`config.mk`:
```
export PLATFORM = sky130hd
export DESIGN_NAME = mc_cu
export DESIGN_NICKNAME = d
export VERILOG_FILES = /design/src/rtl/mc_cu.sv
export SDC_FILE = /design/constraint.sdc
export NUM_CORES = 1
export LEC_CHECK = 0
export BUFFER_PORTS_ARGS = -buffer_cell sky130_fd_sc_hd__buf_2
export CORE_ASPECT_RATIO = 0.9
export CORE_MARGIN = 2
export CORE_UTILIZATION = 55
export DETAILED_ROUTE_END_ITERATION = 16
export PLACE_DENSITY = 0.85
export SLEW_MARGIN = 20
export SYNTH_ARGS = -nofsm -noshare
export SYNTH_HDL_FRONTEND = slang
export SYNTH_SLANG_ARGS = --single-unit
```
`constraint.sdc`:
```
create_clock -name clock -period 4.5 [get_ports clock]
set_input_delay 0.225 -clock clock [delete_from_list [all_inputs] [get_ports clock]]
set_output_delay 0.225 -clock clock [all_outputs]
set_load 0.01 [all_outputs]
```
`src/rtl/mc_cu.sv`:
```
// ---------------------------------------------------------------------------
// mc_cu : multi-cycle control unit for the MIPS-subset CPU.
//
// Decodes op/func from the instruction register and sequences each instruction
// through IF -> ID -> EXE -> (MEM | MD) -> WB. Every write enable and datapath
// select is produced per state, so one memory and one ALU can serve all phases.
//
// Parameters
//   MD_CYCLES      cycles spent in MD for mult/div (1..255)
//   ENABLE_MULDIV  0 makes mult/div decode as illegal
//
// Ports
//   clock          system clock, rising edge
//   reset          synchronous, active-high
//   op, func       opcode / function field from IR (stable from ID onward)
//   z              ALU zero flag, valid combinationally in EXE
//   pcwrite        PC load enable
//   irwrite        IR load enable
//   iord           memory address select (0 = PC, 1 = ALU result register)
//   wmem           memory write enable
//   wreg           register-file write enable
//   regrt, m2reg, shift, aluimm, sext, jal   datapath selects
//   aluc           ALU operation
//   pcsource       next-PC select (00 PC+4, 01 branch, 10 rs, 11 jump)
//   state          current state (IF=0 ID=1 EXE=2 MEM=3 WB=4 MD=5)
//   busy           high while in MD
//   illegal        one-cycle pulse in ID for an undecoded instruction
// ---------------------------------------------------------------------------
module mc_cu #(
   parameter int MD_CYCLES     = 4,
   parameter int ENABLE_MULDIV = 1
) (
   input  logic       clock,
   input  logic       reset,
   input  logic [5:0] op,
   input  logic [5:0] func,
   input  logic       z,
   output logic       pcwrite,
   output logic       irwrite,
   output logic       iord,
   output logic       wmem,
   output logic       wreg,
   output logic       regrt,
   output logic       m2reg,
   output logic       shift,
   output logic       aluimm,
   output logic       sext,
   output logic       jal,
   output logic [3:0] aluc,
   output logic [1:0] pcsource,
   output logic [2:0] state,
   output logic       busy,
   output logic       illegal
);

   typedef enum logic [2:0] {
      S_IF  = 3'd0,
      S_ID  = 3'd1,
      S_EXE = 3'd2,
      S_MEM = 3'd3,
      S_WB  = 3'd4,
      S_MD  = 3'd5
   } state_t;

   // R-type function codes
   localparam logic [5:0] F_ADD  = 6'b100000;
   localparam logic [5:0] F_SUB  = 6'b100010;
   localparam logic [5:0] F_AND  = 6'b100100;
   localparam logic [5:0] F_OR   = 6'b100101;
   localparam logic [5:0] F_XOR  = 6'b100110;
   localparam logic [5:0] F_SLL  = 6'b000000;
   localparam logic [5:0] F_SRL  = 6'b000010;
   localparam logic [5:0] F_SRA  = 6'b000011;
   localparam logic [5:0] F_JR   = 6'b001000;
   localparam logic [5:0] F_MULT = 6'b011000;
   localparam logic [5:0] F_DIV  = 6'b011010;
   localparam logic [5:0] F_SLT  = 6'b101010;
   localparam logic [5:0] F_EVEN = 6'b111111;

   // Opcodes
   localparam logic [5:0] OP_R    = 6'b000000;
   localparam logic [5:0] OP_ADDI = 6'b001000;
   localparam logic [5:0] OP_ANDI = 6'b001100;
   localparam logic [5:0] OP_ORI  = 6'b001101;
   localparam logic [5:0] OP_XORI = 6'b001110;
   localparam logic [5:0] OP_LUI  = 6'b001111;
   localparam logic [5:0] OP_LW   = 6'b100011;
   localparam logic [5:0] OP_SW   = 6'b101011;
   localparam logic [5:0] OP_BEQ  = 6'b000100;
   localparam logic [5:0] OP_BNE  = 6'b000101;
   localparam logic [5:0] OP_J    = 6'b000010;
   localparam logic [5:0] OP_JAL  = 6'b000011;

   localparam logic       L_MD_EN   = (ENABLE_MULDIV != 0);
   // MD is entered with the counter at MD_CYCLES-1 and left when it reads 0,
   // which gives exactly MD_CYCLES cycles in MD.
   localparam logic [7:0] L_MD_LOAD = 8'(MD_CYCLES - 1);

   state_t     r_state;
   logic [7:0] r_cnt;

   // ------------------------------------------------------------------
   // Instruction decode
   // ------------------------------------------------------------------
   logic w_rtype;
   logic w_add, w_sub, w_and, w_or, w_xor, w_sll, w_srl, w_sra;
   logic w_jr, w_mult, w_div, w_slt, w_even;
   logic w_addi, w_andi, w_ori, w_xori, w_lui;
   logic w_lw, w_sw, w_beq, w_bne, w_j, w_jal;
   logic w_alu_r, w_alu_i, w_muldiv, w_legal, w_illegal;
   logic w_shift, w_aluimm, w_sext, w_regrt;
   logic [3:0] w_aluc;

   assign w_rtype  = (op == OP_R);
   assign w_add    = w_rtype & (func == F_ADD);
   assign w_sub    = w_rtype & (func == F_SUB);
   assign w_and    = w_rtype & (func == F_AND);
   assign w_or     = w_rtype & (func == F_OR);
   assign w_xor    = w_rtype & (func == F_XOR);
   assign w_sll    = w_rtype & (func == F_SLL);
   assign w_srl    = w_rtype & (func == F_SRL);
   assign w_sra    = w_rtype & (func == F_SRA);
   assign w_jr     = w_rtype & (func == F_JR);
   assign w_mult   = w_rtype & (func == F_MULT) & L_MD_EN;
   assign w_div    = w_rtype & (func == F_DIV) & L_MD_EN;
   assign w_slt    = w_rtype & (func == F_SLT);
   assign w_even   = w_rtype & (func == F_EVEN);

   assign w_addi   = (op == OP_ADDI);
   assign w_andi   = (op == OP_ANDI);
   assign w_ori    = (op == OP_ORI);
   assign w_xori   = (op == OP_XORI);
   assign w_lui    = (op == OP_LUI);
   assign w_lw     = (op == OP_LW);
   assign w_sw     = (op == OP_SW);
   assign w_beq    = (op == OP_BEQ);
   assign w_bne    = (op == OP_BNE);
   assign w_j      = (op == OP_J);
   assign w_jal    = (op == OP_JAL);

   assign w_alu_r  = w_add | w_sub | w_and | w_or | w_xor | w_sll | w_srl |
                     w_sra | w_slt | w_even;
   assign w_alu_i  = w_addi | w_andi | w_ori | w_xori | w_lui;
   assign w_muldiv = w_mult | w_div;
   assign w_legal  = w_alu_r | w_alu_i | w_muldiv | w_jr | w_lw | w_sw |
                     w_beq | w_bne | w_j | w_jal;
   assign w_illegal = ~w_legal;

   assign w_shift  = w_sll | w_srl | w_sra;
   assign w_aluimm = w_alu_i | w_lw | w_sw;
   assign w_sext   = w_addi | w_lw | w_sw | w_beq | w_bne;
   assign w_regrt  = w_alu_i | w_lw;

   always_comb begin
      w_aluc = 4'b0000;
      if (w_sub | w_beq | w_bne)  w_aluc = 4'b0100;
      else if (w_and | w_andi)    w_aluc = 4'b0001;
      else if (w_or  | w_ori)     w_aluc = 4'b0101;
      else if (w_xor | w_xori)    w_aluc = 4'b0010;
      else if (w_lui)             w_aluc = 4'b0110;
      else if (w_sll)             w_aluc = 4'b0011;
      else if (w_srl)             w_aluc = 4'b0111;
      else if (w_sra)             w_aluc = 4'b1111;
      else if (w_mult)            w_aluc = 4'b1011;
      else if (w_div)             w_aluc = 4'b1010;
      else if (w_slt)             w_aluc = 4'b1110;
      else if (w_even)            w_aluc = 4'b1101;
   end

   // ------------------------------------------------------------------
   // State register and MD counter
   // ------------------------------------------------------------------
   always_ff @(posedge clock) begin
      if (reset) begin
         r_state <= S_IF;
         r_cnt   <= 8'd0;
      end else begin
         case (r_state)
            S_IF:  r_state <= S_ID;
            S_ID:  begin
               // jumps and illegal instructions complete in ID
               if (w_j | w_jal | w_jr | w_illegal) r_state <= S_IF;
               else                                r_state <= S_EXE;
            end
            S_EXE: begin
               if (w_beq | w_bne) begin
                  r_state <= S_IF;
               end else if (w_lw | w_sw) begin
                  r_state <= S_MEM;
               end else if (w_muldiv) begin
                  r_cnt   <= L_MD_LOAD;
                  r_state <= S_MD;
               end else begin
                  r_state <= S_WB;
               end
            end
            S_MEM: r_state <= w_lw ? S_WB : S_IF;
            S_MD:  begin
               if (r_cnt == 8'd0) r_state <= S_WB;
               else               r_cnt   <= r_cnt - 8'd1;
            end
            S_WB:  r_state <= S_IF;
            default: r_state <= S_IF;
         endcase
      end
   end

   // ------------------------------------------------------------------
   // Per-state outputs. Enables follow the registered state directly; the
   // branch PC write must see z in the same EXE cycle, so these cannot be
   // delayed by a further register stage.
   // ------------------------------------------------------------------
   always_comb begin
      pcwrite  = 1'b0;
      irwrite  = 1'b0;
      iord     = 1'b0;
      wmem     = 1'b0;
      wreg     = 1'b0;
      regrt    = 1'b0;
      m2reg    = 1'b0;
      jal      = 1'b0;
      pcsource = 2'b00;
      busy     = 1'b0;
      illegal  = 1'b0;
      aluc     = w_aluc;
      shift    = w_shift;
      aluimm   = w_aluimm;
      sext     = w_sext;
      state    = r_state;

      case (r_state)
         S_IF: begin
            irwrite = 1'b1;
            pcwrite = 1'b1;
         end
         S_ID: begin
            if (w_j) begin
               pcwrite  = 1'b1;
               pcsource = 2'b11;
            end else if (w_jal) begin
               // link register is written in the same cycle as the jump
               pcwrite  = 1'b1;
               pcsource = 2'b11;
               wreg     = 1'b1;
               jal      = 1'b1;
            end else if (w_jr) begin
               pcwrite  = 1'b1;
               pcsource = 2'b10;
            end else if (w_illegal) begin
               illegal  = 1'b1;
            end
         end
         S_EXE: begin
            if (w_beq) begin
               pcwrite  = z;
               pcsource = 2'b01;
            end else if (w_bne) begin
               pcwrite  = ~z;
               pcsource = 2'b01;
            end
         end
         S_MEM: begin
            iord = 1'b1;
            wmem = w_sw;
         end
         S_WB: begin
            wreg  = 1'b1;
            m2reg = w_lw;
            regrt = w_regrt;
         end
         S_MD: busy = 1'b1;
         default: ;
      endcase

      // reset aborts the current instruction without any architectural write
      if (reset) begin
         pcwrite = 1'b0;
         irwrite = 1'b0;
         wmem    = 1'b0;
         wreg    = 1'b0;
         illegal = 1'b0;
      end
   end

endmodule

```
==> results of run 1 <==
[final timing paths]
check	startpoint	endpoint	slack, ns
setup / recovery	state[0]	wreg	2.63
hold / removal	reset	state[2]	0.25
setup reg to reg	state[0]	r_cnt[4]	2.67
hold reg to reg	r_cnt[4]	r_cnt[4]	0.51
[logic make-up (layout without fill, tap and decap cells)]
kind of cell    Yosys count  in the layout  share of synthesized area
compound gates           42             42                      0.248
xor+xnor                  5              5                     0.0357
fa+ha+maj                 2              2                     0.0204
buf+inv                  25             49                     0.0908
flops                    11             11                      0.180
mux                       1              1                    0.00816
simple gates             84             84                      0.417
[flip-flops by register name, indices dropped and copies added, names as in the netlist]
| name | flops |
|---|---|
| r_cnt | 8 |
| state | 3 |
[cells in the mapped netlist (all sizes together) (3+ instances only)]
cell	number
nand2	14
nor2b	4
nand3	6
nor2	16
nor4	4
clkbuf	7
xor2	4
and3	3
buf	9
nor3	15
a31oi	3
nand3b	3
or3	3
or2	3
dfxtp	11
a21oi	12
a211o	3
o21ai	4
a211oi	3
inv	8
[per-layer routing]
metal,up-vias,track usage,wire length (um)
li1,672,-,-
met1,626,0.320,1350
met3,5,0.0184,139
met5,-,0,0
met4,0,0.0855,38
met2,41,0.427,1460
[cell type report]
class,instances,area (um2)
clock buffers,4,26.3
flip-flops and latches,11,220
well taps,27,33.8
repair buffers,36,180
multi-input cells,134,895
inverters,9,35.0
fillers,188,752
[power breakdown]
group,total [uW],internal (uW),switching (uW)
Clock,68.0,34.4,33.6
Combinational,61.4,23.7,37.7
Sequential,102,98.3,3.34
Total,231,156,74.6
[metrics by stage]
step           setup slack [ns]   util  cells
2_1_floorplan              2.89      -    170
3_3_place_gp               2.77  0.637    217
3_5_place_dp               2.71  0.637    217
4_1_cts                    2.64  0.649    221
5_1_grt                    2.43  0.649    221
6_report                   2.63  0.649    221
==> summary by stage, run 1 <==
Routing
After detailed routing, the average wire length per cell comes to 13.5 um. Before antenna repair, the detailed router went through 4 iterations. The routed via count divided by cell count is 6.08. The vias after detailed routing is 1,344. Once detail routing completed, the nets flagged for antenna violations numbered 0. For this run, design rule violations remaining after detail routing come to 0. The total wire length after detailed routing is 2990 um. The number of violations reported at the end of detailed-routing iteration 0 is 22.

Run status
The run finished with clean final reports.

Timing
The final worst-path cycle share is 0.416. The number of slew-limit violations in the final report came to 0. The smallest clock period supported by the final layout is computed as 1.87 ns. The maximum clock frequency is 535 MHz. The transition time at the pin with the least slew margin is 0.405 ns. In the final timing run, aggregate negative setup slack is 0 ns. The clock arrives with 0.000971 ns of skew. The hold violation count in the final report is 0. The worst hold slack across all endpoints is 0.254 ns. Setup violations remaining at the end of the flow were counted as 0. Setup repair after global routing left no endpoint under its margin.

The worst pin sits at a relative slew slack of 0.728.

Clock network
TritonCTS built the clock tree. For this design, the CTS-stage hold fixing added 0 buffers. The number of buffers added for setup after CTS is 0. The sink count of the clock tree is 11. The tree is rooted in a sky130_fd_sc_hd__clkbuf_4. The number of CTS-inserted buffers is 3. The clock input transition at the sequential cells of the worst setup and hold paths is 0.07 ns.

Post-CTS repair changed the size of 0 cells. In this run the number of H-tree levels came out at 1. The clock insertion delay at the later pin of the skew report is 0.27 ns. The maximum clock insertion buffer count is 2.

Global route
The initial antenna violation count is 0. Entering global routing, the biggest net connects 15 pins. The number of global-route vias before repair is 1,208. The final global-route overflow total is 0.

In the global route stage, overall resource usage came out at 0.250. The first global-routing pass estimated 5060 um of wire.

Floorplan
The core region is 0.00214 mm2. 37 I/O pins were placed. The number of placement rows is 16. The total die area is 0.00262 mm2. The x dimension of the die is 53.8 um. The starting density of the core is 0.572. The die span in y is 48.8 um.

Critical path
The required time of the worst setup path is 4.28 ns. On the critical path the largest part of the delay comes from flip-flops. The largest single stage delay on the critical path is 0.57 ns. The slowest library cell on the worst path is sky130_fd_sc_hd__dfxtp_1.

The number of gates on the worst path with buffers counted is 4. The critical path goes through nor3b_1 > nand3_1 > a21oi_1 > buf_2. The critical path is of the flop to output pin type.

The critical-path maximum fanout is 13. The number of cells traversed by the worst register-to-register path is 5. The critical path buffer and inverter count is 1.

The kind of end point of the critical path is an output pin. The arrival time at the worst endpoint is 1.65 ns. STA classifies the critical path startpoint as a flop.

Synth
The net count after synthesis is 187. Yosys mapped the design onto 58 distinct sky130hd cell types. Of the synthesized area, sequential elements account for 0.180. Yosys mapped a number of flops with a built-in enable equal to 0. The top cell type's share of synthesized area is 0.180. In the synthesized netlist the async set-or-reset flop fraction comes to 0. The count of synthesis-stage warnings from yosys is 0. The top flip-flop cell by instance count after synthesis is sky130_fd_sc_hd__dfxtp_1. The synthesized cell area is 0.00123 mm2. The post-synthesis area per instance is 7.21 um2. The register bit count reported by yosys is 11. The cell taking the most area after synthesis is sky130_fd_sc_hd__dfxtp_1.

The cell count after synthesis came out at 170. In the post-synthesis netlist, the biggest area contributors are sky130_fd_sc_hd__dfxtp_1, sky130_fd_sc_hd__a21oi_1, sky130_fd_sc_hd__nor3_1.

Hold path
The worst hold path was traced through 2 stages. The path class of the tightest hold or removal check is primary input to flop.

Power and ir drop
The total chip power is 231 uW. The cell leakage power is 0.000590 uW. The worst supply voltage drop on vdd is 0.000124 V. The total power divided by cell area is 166 mW/mm2.

Placed design
The post-detailed-placement cell area is 0.00136 mm2. The total half-perimeter wirelength after legalization and detailed placement is 2300 um. Port buffering added 36 buffers. Routability-driven placement finished with a final weighted congestion of 0.918.

Final layout
From synthesis to final layout, the design area changed by 13.4%. In the layout the commonest cells are sky130_fd_sc_hd__buf_2, sky130_fd_sc_hd__nor2_1, sky130_fd_sc_hd__nand2_1. The most common cell after layout, fill and taps aside is sky130_fd_sc_hd__buf_2. The share of cells above drive strength 1 is 0.268.

The number of diodes added for antenna fixing is 0. The number of nets in the layout is 212. The final design instance area without fill is 0.00139 mm2.

Run
Across the run, the number of max-cap violations was 0.
Power figures use the tool's default switching activity.
==> run 2, diff against run 1 <==
Settings changed: CORE_UTILIZATION 55 to 46, PLACE_DENSITY 0.85 to 0.75.
Clock period 4.5 ns to 1.5 ns, I/O delays scaled along.
==> summary by stage, run 2 (synthesis results as in run 1) <==
Global route
The number of global-route vias before repair is 1,259. The initial antenna violation count was 0. The pin count of the biggest net entering global routing is 15. The all-layer global routing usage is 0.223. Summed over all layers, the global routing overflow is 0. The first-pass GRT wire length is 5460 um.

Placed design
At the placement stage, the worst setup path has a slack of 0.00444 ns. Once placement finished, the instance area stood at 0.00146 mm2. The total half-perimeter wirelength after legalization and detailed placement is 2460 um.

The global placer's final weighted congestion is 0.874. The port buffer count is 36.

Clock network
The buffer cell driving the clock tree root is sky130_fd_sc_hd__clkbuf_4. The clock passes through at most 2 buffers. After clock tree synthesis, the clock-pin slew on the worst setup and hold paths is 0.07 ns. The H-tree depth reported by CTS is 1. The sink count of the clock tree is 11. Clock latency on the worst-skew pair, taken at its later pin, is 0.27 ns. Buffers inserted during clock tree synthesis total 3. The total of hold buffers inserted after clock tree synthesis is 0. TritonCTS built the clock tree.

Floorplan
The floorplan step set the die width to 58.4 um. The die covers 0.00310 mm2. The area of the placeable core is 0.00249 mm2. The number of placement rows is 17.

37 I/O pins were placed. For this configuration, the core starts out at a cell density of 0.493. From bottom edge to top edge, the die measures 53.0 um.

Final layout
The number of nets in the layout is 230. More flip-flops sit in one register than any other, and that register is r_cnt. Compared with the post-synthesis result, the final layout area differs by 33.2%. Of the cells placed in the final design, the portion with a size suffix greater than 1 is 0.415. Once layout is done, the placed cells without fillers occupy 0.00163 mm2. In the layout the commonest cells are sky130_fd_sc_hd__buf_2, sky130_fd_sc_hd__buf_4, sky130_fd_sc_hd__nor2_1. For this run, the share of the core covered by cells in the final layout is 0.656. Leaving out fill and tap cells, the most frequent cell in the layout is sky130_fd_sc_hd__buf_2. The number of antenna diodes in the final layout is 0. The register with the most flip-flops in the layout has 8 of them.

Power and ir drop
Dividing total power by cell area gives a power density of 452 mW/mm2. The share of total power dissipated in sequential elements is 0.402. The total chip power is 739 uW.

The worst supply voltage drop on vdd is 0.000384 V. The power share of the clock group is 0.273. For this design the static power due to leakage is 0.000717 uW. The net switching fraction of the power is 0.326. Of the total power, combinational logic draws 0.325. Summed over all nets, the switching power comes to 241 uW. The total internal power is 498 uW.

Timing
The max-slew headroom at the worst pin is 0.758. The final setup slack of the worst path is -0.0757 ns. Setup repair after global routing could not meet its margin everywhere. Based on the critical path, the design can be clocked at up to 635 MHz.

The hold violation count in the final report was 0. Subtracting the final worst setup slack from the clock period gives 1.58 ns. The final setup skew is 0.00302 ns.

Setup violations remaining at the end of the flow were counted as 1. Dividing the final minimum period by the clock period gives 1.05. The worst hold slack across all endpoints is 0.132 ns. The number of slew-limit violations in the final report is 0. The transition time at the pin with the least slew margin is 0.360 ns.

Hold path
The hold-critical path endpoint is state[0]. The worst hold path was traced through 2 stages. The startpoint identified for the worst hold timing path is reset. The tightest min-delay check is of the primary input to flop type.

Routing
The total iterations of the first detailed-routing run is 4. The total wire length after detailed routing is 3430 um. In this run, the number of DRC markers left after iteration 0 of detailed routing was 42. Dividing the detail-routed wire length by the instance count gives 14.3 um.

The DRC violation count after routing is 0. In this run the remaining antenna-violating nets after routing total 0. Dividing the detail-routed via count by the number of cells gives 5.98.

The vias after detailed routing is 1,435.

Critical path
STA classifies the critical path endpoint as an output pin. STA classifies the critical path startpoint as a flop. The worst register-to-register path ends at r_cnt[4]. STA puts the critical path data required time at 1.42 ns. The slowest library cell on the worst path is sky130_fd_sc_hd__dfxtp_4. The setup check on the worst reg-to-reg path leaves a slack of 0.02 ns. The arrival time at the worst endpoint is 1.50 ns. The dominant delay contributor by cell family on the critical path is simple AND/OR/NAND/NOR gates.

The worst setup path is of the flop to output pin kind. The startpoint of the worst register-to-register path is r_cnt[1]. Together, buffers and inverters on the worst path number 2. The critical-path maximum fanout is 5. The signal on the critical path passes through buf_8 > nor3b_4 > nand3b_1 > nor2b_1 > buf_2.

The number of cells on the worst reg-to-reg path is 6. On the worst path, the slowest cell contributes a delay of 0.37 ns.

Run status
The checks that failed: negative setup slack. The flow ran to the end, but the final reports show violations.

Run
Across the run, the number of max-cap violations was 0.
[run 2: cell types whose count changed in the layout (fill, tap and decap cells not counted), moves of 2 or more]
cell | before | now
sky130_fd_sc_hd__dfxtp_1 | 11 | 5
sky130_fd_sc_hd__nor3_4 | 0 | 3
sky130_fd_sc_hd__buf_4 | 0 | 16
sky130_fd_sc_hd__inv_1 | 7 | 4
sky130_fd_sc_hd__inv_2 | 1 | 4
sky130_fd_sc_hd__nor3_1 | 12 | 10
sky130_fd_sc_hd__dfxtp_2 | 0 | 5
[run 2: layer usage]
layer	vias to the layer above	global-route usage	part of all wire
met5	-	0	0
met2	46	0.401	0.50
li1	709	-	-
met4	0	0.0620	0.0073
met3	4	0.0293	0.045
met1	676	0.276	0.45
[run 2: worst register-to-register path: stages (launching register included)]
cell,delay (ns)
sky130_fd_sc_hd__dfxtp_2,0.36
sky130_fd_sc_hd__inv_2,0.06
sky130_fd_sc_hd__ha_4,0.16
sky130_fd_sc_hd__a41oi_4,0.21
sky130_fd_sc_hd__nand2_4,0.08
sky130_fd_sc_hd__or4_1,0.39
sky130_fd_sc_hd__a21oi_1,0.15
[run 2: worst max-delay path by stage]
stage	to	depth (start not counted)	slack [ns]	startpoint
finish	illegal	5	-0.08	state[2]
detailed placement	r_cnt[4]	6	0.004	r_cnt[1]
floorplan	r_cnt[4]	6	-0.03	state[2]
CTS	illegal	7	0.005	func[4]
global placement	illegal	7	0.04	func[4]
global route	illegal	5	-0.11	state[0]
[run 2: power groups by stage]
stage	logic, uW	clock network, uW	registers [uW]
floorplan	140	0	307
global placement	199	0	304
detailed placement	204	0	305
CTS	210	205	299
global route	263	217	298
finish	240	202	297
[run 2: final cells by class]
type | instances | area (um2)
Timing Repair Buffer | 54 | 327
Clock buffer | 4 | 26.3
Multi-Input combinational cell | 134 | 980
Sequential cell | 11 | 230
Fill cell | 219 | 856
Inverter | 9 | 35.0
Tap cell | 28 | 35.0
[run 2: per-stage QoR]
step           TNS [ns]  instances
6_report        -0.0757        240
3_3_place_gp          0        230
2_1_floorplan   -0.0266        170
4_1_cts               0        235
3_5_place_dp          0        230
5_1_grt          -0.299        240
[run 2: repair_timing]
action | CTS | global route
setup endpoints to repair | 5 | 11
resized for setup | 6 | 20
setup buffers | 1 | 5
pin swaps | 2 | 7
==> run 3, diff against run 2 <==
Settings changed: CORE_MARGIN 2 to unset.
==> summary by stage, run 3 (synthesis results as in run 1) <==
Final layout
The number of fillers in the final layout is 203. Relative to the synthesized area, the layout overhead comes to 30.9%. The number of diodes added for antenna fixing is 0. The register with the most flip-flops in the layout has 8 of them. In the final layout, the share of cells above drive strength 1 is 0.420.

Leaving out fill and tap cells, the most frequent cell in the layout is sky130_fd_sc_hd__buf_2. In the layout the commonest cells are sky130_fd_sc_hd__buf_2, sky130_fd_sc_hd__nor2_1, sky130_fd_sc_hd__buf_4. The net count of the finished layout is 230.

After routing the design area is 0.00161 mm2. The register name with the most flops is r_cnt.

Placed design
Routability-driven placement finished with a final weighted congestion of 0.856. Once detailed placement completed, the half-perimeter wirelength came to 2370 um. The post-detailed-placement cell area is 0.00146 mm2. The port buffer count is 36.

Clock network
The H-tree depth reported by CTS is 1. The clock input transition at the sequential cells of the worst setup and hold paths is 0.08 ns. The maximum clock insertion buffer count is 2. The clock insertion delay at the later pin of the skew report is 0.28 ns. The sink count of the clock tree is 11. The number of CTS-inserted buffers is 3.

The CTS tree is done. The total of hold buffers inserted after clock tree synthesis is 0. The buffer cell driving the clock tree root is sky130_fd_sc_hd__clkbuf_4.

Routing
The detailed router finished its first iteration with 41 violations. The DRC violation count after routing is 0. The routed design has 3380 um of wire. The pre-antenna-repair detailed-routing pass consisted of 4 iterations. The detail route stage leaves a number of antenna-violating nets equal to 0. The vias after detailed routing is 1,425.

In the final routed layout, each cell accounts on average for 14.1 um. The routed via count divided by cell count is 5.94.

Timing
Setup repair after global routing could not meet its margin everywhere. Dividing the final minimum period by the clock period gives 1.01. Measured against its own limit, the worst slew margin works out to 0.786. For this run, the top clock speed supported by timing is 659 MHz. The number of slew-limit violations in the final report was 0. The shortest period the worst path allows is 1.52 ns.

Summed over all failing endpoints, the final setup total negative slack is -0.0163 ns. In the post-route analysis, the smallest setup slack over all paths is -0.0163 ns. The final setup skew is 0.00486 ns. The transition time at the pin with the least slew margin is 0.318 ns. The total setup violations reported at the end of the flow is 1.

The hold violation count in the final report is 0. Hold is met by 0.0965 ns.

Critical path
The critical path buffer and inverter count is 2. The largest stage delay on the critical path is 0.37 ns. The kind of end point of the critical path is a flop. For flop-to-flop paths, the worst setup slack is -0.02 ns. The classification of the worst setup path is flop to flop. The number of gates on the worst path with buffers counted is 5. The startpoint of the worst register-to-register path is state[0]. The number of cells traversed by the worst register-to-register path is 5. Along the worst path, the maximum fanout reaches 4. The critical path ends at state[2]. The source of the critical timing path is state[0]. The terminus of the critical flop-to-flop path is state[2]. The cell family contributing the most delay on the critical path is compound AO/OA/AOI/OAI gates. The signal on the critical path passes through buf_2 > buf_4 > or3b_1 > a211o_1 > a21oi_2.

The slowest stage of the critical path is the sky130_fd_sc_hd__or3b_1 cell. The startpoint class of the critical path is a flop. The arrival time at the worst endpoint is 1.73 ns. Data on the critical path is required at its endpoint by 1.71 ns.

Global route
The number of global-route vias before repair is 1,211. The initial antenna violation count was 0. The all-layer global routing usage is 0.228. The first global-routing pass estimated 5260 um of wire. The total overflow left after global routing is 0. The pin count of the biggest net entering global routing is 15.

Run
The count of max-cap constraint violations is 0.

Floorplan
From bottom edge to top edge, the die measures 51.0 um. The x dimension of the die is 56.4 um. The total area inside the core boundary comes to 0.00249 mm2. The floorplan step defined a die boundary enclosing 0.00288 mm2. The starting density of the core is 0.493. During I/O placement, the number of pins put on the boundary was 37.

Row generation in the floorplan step produced 17 rows.

Run status
The run finished, with violations left. The final reports fail on negative setup slack.

Power and ir drop
The cell leakage power is 0.000710 uW. The worst supply voltage drop on vdd is 0.000419 V. The total chip power is 743 uW. Power spread over the standard cell area amounts to 463 mW/mm2.

Hold path
In this run the worst hold path is classified as primary input to flop. The cell count of the worst hold path is 2.
-- run 3: cell types whose count changed in the layout (fill, tap and decap cells not counted), sizes merged --
| cell | before | now |
|---|---|---|
| clkbuf | 4 | 3 |
| clkinv | 1 | 2 |
-- run 3: routing by layer --
metal,GRT usage,vias to the layer above,share of wire
met5,0,-,0
met4,0.0894,0,0.016
met3,0.0228,9,0.027
met2,0.414,32,0.50
met1,0.277,672,0.46
li1,-,712,-
-- run 3: worst register-to-register path, stage by stage (launching register included) --
cell and delay [ns]:
sky130_fd_sc_hd__dfxtp_2 0.35, sky130_fd_sc_hd__buf_2 0.14, sky130_fd_sc_hd__buf_4 0.14, sky130_fd_sc_hd__or3b_1 0.37, sky130_fd_sc_hd__a211o_1 0.31, sky130_fd_sc_hd__a21oi_2 0.14
-- run 3: timing repair --
action | in CTS | in global routing
pin swaps | 4 | 4
buffers inserted | 3 | 2
endpoints found under the setup margin | 5 | 13
cloned | 0 | 1
gates resized for setup | 11 | 12
-- run 3: how the worst min path moves through the flow --
stage	endpoint	start	slack, ns
finish	state[2]	reset	0.1
global route	state[0]	reset	0.11
CTS	state[0]	reset	0.11
detailed placement	state[0]	reset	0.41
global placement	state[2]	reset	0.38
floorplan	sext	op[5]	0.32
-- run 3: through the flow --
stage	utilization	setup slack [ns]	cells
after floorplan	-	-0.0266	170
after global placement	0.586	0.0563	230
after detailed placement	0.586	-0.0297	230
after CTS	0.617	0.00606	237
after global routing	0.645	-0.0703	240
final	0.645	-0.0163	240
-- run 3: layout make-up --
class,instances,area (um2),share of cell area
clock buffer,3,22.5,0.0140
clock inverter,1,5.00,0.00312
inverter,9,35.0,0.0218
multi-input combinational,134,953,0.594
sequential,11,230,0.143
tap,28,35.0,0.0218
timing repair buffer,54,324,0.202
-- run 3: power by group --
group	internal [uW]	switching, uW	total (uW)	leakage (uW)
Sequential	294	3.76	297	0.0000920
Combinational	97.0	131	228	0.000600
Clock	99.1	118	217	0.0000177
Total	490	253	743	0.000710
